==> config.mk <==
export PLATFORM = sky130hd
export DESIGN_NAME = fli_result_queue_flat
export DESIGN_NICKNAME = d
export VERILOG_FILES = /design/src/rtl/fli_result_queue_if.sv /design/src/rtl/fli_result_queue.sv /design/src/flat_wrapper.sv
export SDC_FILE = /design/constraint.sdc
export NUM_CORES = 1
export LEC_CHECK = 0
export BUFFER_PORTS_ARGS = -buffer_cell sky130_fd_sc_hd__buf_2
export CORE_MARGIN = 4
export CORE_UTILIZATION = 30
export CTS_CLUSTER_DIAMETER = 120
export DETAILED_ROUTE_END_ITERATION = 12
export SETUP_SLACK_MARGIN = 0.2
export SYNTH_ARGS = -nofsm -noshare
export SYNTH_HDL_FRONTEND = slang
export SYNTH_SLANG_ARGS = --single-unit
==> constraint.sdc <==
create_clock -name clk -period 5.85 [get_ports clk]
set_clock_uncertainty 0.15 [all_clocks]
set_input_delay 0 -clock clk [delete_from_list [all_inputs] [get_ports clk]]
set_output_delay 0 -clock clk [all_outputs]
set_load 0.01 [all_outputs]
==> src/rtl/fli_result_queue_if.sv <==
// Handshake bundle between the FLI generator, the result queue and FP writeback.
interface fli_result_queue_if #(
   parameter int unsigned FLEN    = 64,
   parameter int unsigned FMTBITS = 2,
   parameter int unsigned DEPTH   = 2
);
   localparam int unsigned CW = $clog2(DEPTH) + 1;

   logic               InValid;
   logic               InReady;
   logic [FLEN-1:0]    ImmE;
   logic [FMTBITS-1:0] FmtE;
   logic [4:0]         RdE;
   logic               Flush;
   logic               OutValid;
   logic               OutReady;
   logic [FLEN-1:0]    ImmW;
   logic [FMTBITS-1:0] FmtW;
   logic [4:0]         RdW;
   logic               BoxErr;
   logic [CW-1:0]      Count;

   modport master (
      output InValid, ImmE, FmtE, RdE, Flush, OutReady,
      input  InReady, OutValid, ImmW, FmtW, RdW, BoxErr, Count
   );

   modport slave (
      input  InValid, ImmE, FmtE, RdE, Flush, OutReady,
      output InReady, OutValid, ImmW, FmtW, RdW, BoxErr, Count
   );
endinterface

==> src/rtl/fli_result_queue.sv <==
// In-order result queue for Zfa fli immediates; flags entries whose NaN-boxing
// does not match their format. All outputs come straight from flops.
module fli_result_queue #(
   parameter int unsigned FLEN    = 64,
   parameter int unsigned FMTBITS = 2,
   parameter int unsigned DEPTH   = 2
) (
   input logic clk,
   input logic reset_n,
   fli_result_queue_if.slave q
);
   localparam int unsigned AW = $clog2(DEPTH);
   localparam int unsigned CW = AW + 1;

   logic [FLEN-1:0]    imm_mem [DEPTH];
   logic [FMTBITS-1:0] fmt_mem [DEPTH];
   logic [4:0]         rd_mem  [DEPTH];
   logic               err_mem [DEPTH];

   logic [AW-1:0] wptr, rptr, wptr_n, rptr_n;
   logic [CW-1:0] count_n;
   logic          push_c, pop_c, in_err_c;
   logic          in_ready_n, out_valid_n, err_n;
   logic [FLEN-1:0]    imm_n;
   logic [FMTBITS-1:0] fmt_n;
   logic [4:0]         rd_n;

   // Bits above the format's width must all be 1; unsupported formats always fail.
   function automatic logic box_err(input logic [FLEN-1:0] imm, input logic [FMTBITS-1:0] fmt);
      int unsigned lo;
      logic        ok;
      ok = 1'b1;
      lo = FLEN;
      if (fmt == FMTBITS'(0))      lo = 32;
      else if (fmt == FMTBITS'(1)) begin lo = 64; if (FLEN < 64) ok = 1'b0; end
      else if (fmt == FMTBITS'(2)) lo = 16;
      else if (fmt == FMTBITS'(3)) begin if (FLEN != 128) ok = 1'b0; end
      else                         ok = 1'b0;
      for (int unsigned i = 0; i < FLEN; i++)
         if (i >= lo && !imm[i]) ok = 1'b0;
      return !ok;
   endfunction

   assign push_c   = q.InValid & q.InReady;
   assign pop_c    = q.OutValid & q.OutReady;
   assign in_err_c = box_err(q.ImmE, q.FmtE);

   always_comb begin
      wptr_n  = wptr;
      rptr_n  = rptr;
      count_n = q.Count;
      imm_n   = '0;
      fmt_n   = '0;
      rd_n    = '0;
      err_n   = 1'b0;
      if (q.Flush) begin
         wptr_n  = '0;
         rptr_n  = '0;
         count_n = '0;
      end else begin
         if (push_c) wptr_n = wptr + AW'(1);
         if (pop_c)  rptr_n = rptr + AW'(1);
         count_n = q.Count + CW'(push_c) - CW'(pop_c);
      end
      // Next head is the incoming entry only when it lands exactly at the new read pointer.
      if (count_n != '0) begin
         if (push_c && !q.Flush && rptr_n == wptr) begin
            imm_n = q.ImmE;
            fmt_n = q.FmtE;
            rd_n  = q.RdE;
            err_n = in_err_c;
         end else begin
            imm_n = imm_mem[rptr_n];
            fmt_n = fmt_mem[rptr_n];
            rd_n  = rd_mem[rptr_n];
            err_n = err_mem[rptr_n];
         end
      end
      in_ready_n  = (count_n != CW'(DEPTH));
      out_valid_n = (count_n != '0);
   end

   always_ff @(posedge clk or negedge reset_n) begin
      if (!reset_n) begin
         wptr       <= '0;
         rptr       <= '0;
         q.Count    <= '0;
         q.InReady  <= 1'b1;
         q.OutValid <= 1'b0;
         q.ImmW     <= '0;
         q.FmtW     <= '0;
         q.RdW      <= '0;
         q.BoxErr   <= 1'b0;
      end else begin
         wptr       <= wptr_n;
         rptr       <= rptr_n;
         q.Count    <= count_n;
         q.InReady  <= in_ready_n;
         q.OutValid <= out_valid_n;
         q.ImmW     <= imm_n;
         q.FmtW     <= fmt_n;
         q.RdW      <= rd_n;
         q.BoxErr   <= err_n;
      end
   end

   // Entry storage needs no reset; validity is tracked by Count.
   always_ff @(posedge clk) begin
      if (push_c && !q.Flush) begin
         imm_mem[wptr] <= q.ImmE;
         fmt_mem[wptr] <= q.FmtE;
         rd_mem[wptr]  <= q.RdE;
         err_mem[wptr] <= in_err_c;
      end
   end
endmodule

==> src/flat_wrapper.sv <==
// flat-port wrapper written by rule: the top's interface ports become plain ports
module fli_result_queue_flat 
#(
   parameter int unsigned FLEN    = 64,
   parameter int unsigned FMTBITS = 2,
   parameter int unsigned DEPTH   = 2
)
  (clk, reset_n, q_InValid, q_ImmE, q_FmtE, q_RdE, q_Flush, q_OutReady, q_InReady, q_OutValid, q_ImmW, q_FmtW, q_RdW, q_BoxErr, q_Count);
  fli_result_queue_if #(.FLEN(FLEN), .FMTBITS(FMTBITS), .DEPTH(DEPTH)) q_i ();
  input logic clk;
  input logic reset_n;
  input wire logic [$bits(q_i.InValid)-1:0] q_InValid;
  input wire logic [$bits(q_i.ImmE)-1:0] q_ImmE;
  input wire logic [$bits(q_i.FmtE)-1:0] q_FmtE;
  input wire logic [$bits(q_i.RdE)-1:0] q_RdE;
  input wire logic [$bits(q_i.Flush)-1:0] q_Flush;
  input wire logic [$bits(q_i.OutReady)-1:0] q_OutReady;
  output wire logic [$bits(q_i.InReady)-1:0] q_InReady;
  output wire logic [$bits(q_i.OutValid)-1:0] q_OutValid;
  output wire logic [$bits(q_i.ImmW)-1:0] q_ImmW;
  output wire logic [$bits(q_i.FmtW)-1:0] q_FmtW;
  output wire logic [$bits(q_i.RdW)-1:0] q_RdW;
  output wire logic [$bits(q_i.BoxErr)-1:0] q_BoxErr;
  output wire logic [$bits(q_i.Count)-1:0] q_Count;
  assign q_i.InValid = q_InValid;
  assign q_i.ImmE = q_ImmE;
  assign q_i.FmtE = q_FmtE;
  assign q_i.RdE = q_RdE;
  assign q_i.Flush = q_Flush;
  assign q_i.OutReady = q_OutReady;
  assign q_InReady = q_i.InReady;
  assign q_OutValid = q_i.OutValid;
  assign q_ImmW = q_i.ImmW;
  assign q_FmtW = q_i.FmtW;
  assign q_RdW = q_i.RdW;
  assign q_BoxErr = q_i.BoxErr;
  assign q_Count = q_i.Count;
  fli_result_queue #(.FLEN(FLEN), .FMTBITS(FMTBITS), .DEPTH(DEPTH)) u_core (.clk(clk), .reset_n(reset_n), .q(q_i));
endmodule
Word-level counts from Yosys, hierarchy flattened
Memory sizes are Yosys's and may differ from the RTL's.
Index checks and enable logic that the tools add are counted.
- register bits: 78
- RAM bits: 144
- input bits: 76
- output and inout bits: 76
- word-level logic and storage cells: 307
- memories kept: 4
- add/sub/neg operators: 4
- $lt $le $gt $ge: 64
- equality and inequality tests: 4
- multiplexer cells: 85
- bitwise operators: 2
- reduce and logical (&&, ||, !) cells: 135
- memory list (memory ; words ; bits a word ; rd ports ; clocked after memory_dff ; wr ports ; RTL line ; text):
    u_core.imm_mem ; 2 ; 64 ; 1 ; 0 ; 1 ; fli_result_queue.sv:15 ; logic [FLEN-1:0] imm_mem [DEPTH];
    u_core.rd_mem ; 2 ; 5 ; 1 ; 0 ; 1 ; fli_result_queue.sv:17 ; logic [4:0] rd_mem [DEPTH];
    u_core.fmt_mem ; 2 ; 2 ; 1 ; 0 ; 1 ; fli_result_queue.sv:16 ; logic [FMTBITS-1:0] fmt_mem [DEPTH];
    u_core.err_mem ; 2 ; 1 ; 1 ; 0 ; 1 ; fli_result_queue.sv:18 ; logic err_mem [DEPTH];
- operators by type and width (cell ; number):
    6-bit by 32-bit greater-or-equal comparator with 1-bit output, first input constant ; 32
    5-bit by 32-bit greater-or-equal comparator with 1-bit output, first input constant ; 16
    4-bit by 32-bit greater-or-equal comparator with 1-bit output, first input constant ; 8
    3-bit by 32-bit greater-or-equal comparator with 1-bit output, first input constant ; 4
    64-bit two-way mux ; 2
    1-bit two-way mux ; 75
    1-bit logical AND ; 66
    1-bit logical NOT ; 66
    1-bit by 32-bit greater-or-equal comparator with 1-bit output, first input constant ; 2
    2-bit by 32-bit greater-or-equal comparator with 1-bit output, first input constant ; 2
    32-bit two-way mux ; 2
    5-bit two-way mux ; 2
    7-bit two-way mux ; 1
    2-bit two-way mux ; 3
    2-bit nonzero test ; 2
    1-bit adder, second input constant ; 2
    2-bit by 1-bit adder with 2-bit output ; 1
    1-bit bitwise AND ; 2
    2-bit by 1-bit == test with 1-bit output, second input constant ; 1
    2-bit == test, second input constant ; 1
    2-bit logical NOT ; 1
    2-bit != test, second input constant ; 1
    2-bit by 1-bit subtractor with 2-bit output ; 1
    1-bit == test ; 1

Longest topological paths before layout
- depth in word-level cells: 73
- mapped depth: 10

Worst setup path after synthesis
OpenSTA, ideal clock, no wires.
- kind: reg2reg
- start: reg u_core.q.InReady
- end: mem u_core.err_mem[0], enable pin
- setup time: 0.502 ns
- arrival time: 4.195 ns
- setup slack: 1.003 ns
- cell stages (with the launch flop): 6
- buffers on the path: 2
- cell sequence: dfstp_2 > nand2_1 > or2_1 > buf_2 > buf_2 > nor2_1
- word-level cells in the longest chain between the ends: 4
- ends and longest elaborated chain (what ; RTL line ; text):
    from (decl) ; fli_result_queue_if.sv:30 ; output InReady, OutValid, ImmW, FmtW, RdW, BoxErr, Count
    from (signal assigned) ; fli_result_queue.sv:98 ; q.InReady <= in_ready_n;
    1-bit bitwise AND ; fli_result_queue.sv:44 ; assign push_c = q.InValid & q.InReady;
    1-bit logical AND ; fli_result_queue.sv:109 ; if (push_c && !q.Flush) begin
    1-bit two-way mux ; fli_result_queue.sv:109 ;
    1-bit two-way mux (implied by the code) ; fli_result_queue.sv:113 ; err_mem[wptr] <= in_err_c;
    to (decl) ; fli_result_queue.sv:18 ;
No other way between the ends.

Final worst setup path
- start: reg u_core.q.InReady
- end: mem u_core.imm_mem[1][58], enable pin
- word-level cells in the longest chain between the ends: 4
- ends and longest elaborated chain (what ; RTL line ; text):
    1-bit bitwise AND ; fli_result_queue.sv:44 ;
    1-bit logical AND ; fli_result_queue.sv:109 ;
    1-bit two-way mux ; fli_result_queue.sv:109 ;
    1-bit two-way mux (implied by the code) ; fli_result_queue.sv:110 ; imm_mem[wptr] <= q.ImmE;
    to (decl) ; fli_result_queue.sv:15 ;
No other way between the ends.

==> reports/metrics.yaml <==
drtAntennaViolNets: 0
cts_tree: "built"
crit_path_end_kind: "flop"
die_area_um2: 31300
rr_worst_depth: 4
io_pins: 152
grt_pass1_vias: 5429
synth_top_area_share_pct: 50.5
antenna_found_initial: 0
fill_cells: 2623
synthFlopType: "edfxtp_1"
final-max-slew-violation-count: 0
ys_ff_latch: 222
critPathKind: "reg2reg"
grt_overflow_total: 0
grt_setup_unrepaired: "no"
reg2reg_to: "u_core.imm_mem[1][58]"
cts_resized: 0
dr.pass1.iters: 4
numCtsBuffers: 24
p_total_uw: 4990
synth.most_common_cell: "edfxtp_1"
grt_pass1_wl_um: 32200
p_per_area_nw_per_um2: 450
drc_errors: 0
rows: 61
grtUsageTotal_pct: 13.1
slowest_delay_ns: 0.92
path_clk_slew_ns: 0.06
root_buffer: "clkbuf_16"
holdPathEnd: "u_core.q.Count[0]"
yosysTopAreaCell: "edfxtp_1"
max_freq_mhz: 302
relSlewSlack_pct: 26.6
cp_max_fo: 74
cts_setup_buffers: 0
r2r_start: "u_core.q.InReady"
synth_area_um2: 8570
cp_top_family: "simple AND/OR/NAND/NOR gates"
netlist_instances: 526
tightest_slew_ns: 1.10
reg2reg_slack_ns: 2.54
gp_congestion: 0.735
crit_arrival_ns: 3.29
start_util_pct: 30.6
core_area_um2: 28000
drt-wirelength-per-cell_um: 18.4
antenna_cells: 0
die_y_um: 177
nets: 820
clockBufferDepth: 3
hold_start: "q_InValid"
startpoint_type: "flop"
ys_top_cells_by_count: "edfxtp_1 (144), dfrtp_1 (77), a211oi_1 (71), mux2i_1 (71), nor3_1 (71)"
hold_path_depth: 5
cts_htree_levels: 1
vias: 5291
cpMaxStageDelayCell: "nor2_4"
setup_violations: 0
routed_wl_um: 20900
dp_hpwl_um: 12400
setup_tns_ns: 0
timing_hold_violations_final: 0
drive_gt1_share_pct: 26.6
asyncSetResetFlopFracSynth_pct: 35.1
multi_input_area_um2: 1980
cts_sinks: 222
fin_crit_sh_pct: 56.6
synth_edf_count: 144
ys_types: 36
area_delta_synth_final_pct: 29.3
ir_drop_mv: 0.248
worstHoldPathType: "in2reg"
syn_avg_cell_area_um2: 16.3
hold_ws_ns: 0.0509
drt_iter0_drc: 282
portBuffers: 151
startpoint: "u_core.q.InReady"
routed_via_density: 4.65
clk_latency_ns: 0.50
register_area_um2: 6280
final.min_clock_period_ns: 3.31
yosys-top-cells-area: "edfxtp_1 (50%), dfrtp_1 (22%), mux2i_1 (8.3%)"
run_status: "complete, no violations"
yosysSeqAreaShare_pct: 73.3
yosys_warnings: 0
crit_chain: "nand2_1 -> or2_4 -> nor2_4 -> buf_4"
syn-num-nets: 604
die_w_um: 177
cp.required_ns: 5.83
cp_num_buf_inv: 1
drv_cap: 0
power.leakage_uw: 0.00470
grt_max_degree: 79
[power breakdown]
part           leakage [uW]  total (uW)  internal, uW  switching, uW
sequential          0.00235        2150          2030            116
clock              0.000382        1490           899            593
combinational       0.00197        1340           465            878
total               0.00470        4990          3400           1590
[worst max-delay path by stage]
stage | to | slack (ns) | cells past startpoint
CTS | u_core.imm_mem[1][46] | 2.49 | 4
floorplan | u_core.err_mem[0] | 1.00 | 5
global placement | u_core.imm_mem[0][58] | 2.51 | 4
global route | u_core.imm_mem[1][58] | 2.38 | 4
detailed placement | u_core.imm_mem[0][58] | 2.49 | 4
finish | u_core.imm_mem[1][58] | 2.54 | 4
[per-layer routing]
| metal | global-route usage [%] | part of all wire (%) |
|---|---|---|
| met3 | 2.35 | 5.9 |
| met2 | 21.0 | 47 |
| met1 | 18.5 | 45 |
| met4 | 3.09 | 1.7 |
| met5 | 0 | 0 |
[metrics by stage]
step | utilization (%) | std cells | cell area [um2] | setup slack [ns]
floorplan | - | 526 | 8570 | 1.00
global placement | 34.1 | 1020 | 9550 | 2.51
detailed placement | 34.1 | 1020 | 9550 | 2.49
CTS | 39.5 | 1138 | 11100 | 2.49
global route | 39.5 | 1138 | 11100 | 2.38
finish | 39.5 | 1138 | 11100 | 2.54
[cell type report]
type	count	area share [%]
Inverter	7	0.237
Clock inverter	11	1.04
Sequential cell	222	56.7
Multi-Input combinational cell	258	17.9
Timing Repair Buffer	229	13.8
Tap cell	378	4.27
Clock buffer	33	6.10
[cells by family after synthesis]
logic type	share of synthesized area, %
AOI/OAI and AO/OA	7.03
xor gates and xnor gates	0.847
adders and majority gates	0.292
buffers and inverters	4.15
DFF	73.3
muxes	8.30
and+or+nand+nor	6.12
[sequential cells by signal, indices dropped and copies added, names as in the netlist]
signal and count:
u_core.imm_mem 128, u_core.q.FmtW 2, u_core.q.OutValid 1, u_core.q.BoxErr 1, u_core.q.ImmW 64, u_core.rd_mem 10, u_core.q.Count 2, u_core.wptr 1
u_core.err_mem 2, u_core.q.InReady 1, u_core.fmt_mem 4, u_core.rptr 1, u_core.q.RdW 5
[cells in the final DEF (no fill, tap or decap), drive strengths merged, types with 2 or more instances in the layout]
| cell type | instances |
|---|---|
| a211oi | 72 |
| a21o | 2 |
| buf | 155 |
| bufinv | 2 |
| clkbuf | 33 |
| clkinv | 6 |
| clkinvlp | 2 |
| dfrtp | 77 |
| dlygate4sd3 | 74 |
| edfxtp | 144 |
| ha | 2 |
| inv | 8 |
| mux2i | 71 |
| nand2 | 4 |
| nand4 | 10 |
| nor2 | 5 |
| nor2b | 2 |
| nor3 | 71 |
| nor4 | 2 |
| xnor2 | 3 |
| xnor3 | 2 |
[what timing repair did]
item	CTS	global route
hold buffers	74	0
endpoints found under the setup margin	0	0
hold endpoints to repair	297	0
[worst reg2reg max path, delay by kind of cell (launching register included)]
kind / cells / cell delay (ns)
buf+inv: 1 / 0.66
simple gates: 3 / 1.58
flops: 1 / 0.53
Power figures use the tool's default switching activity.
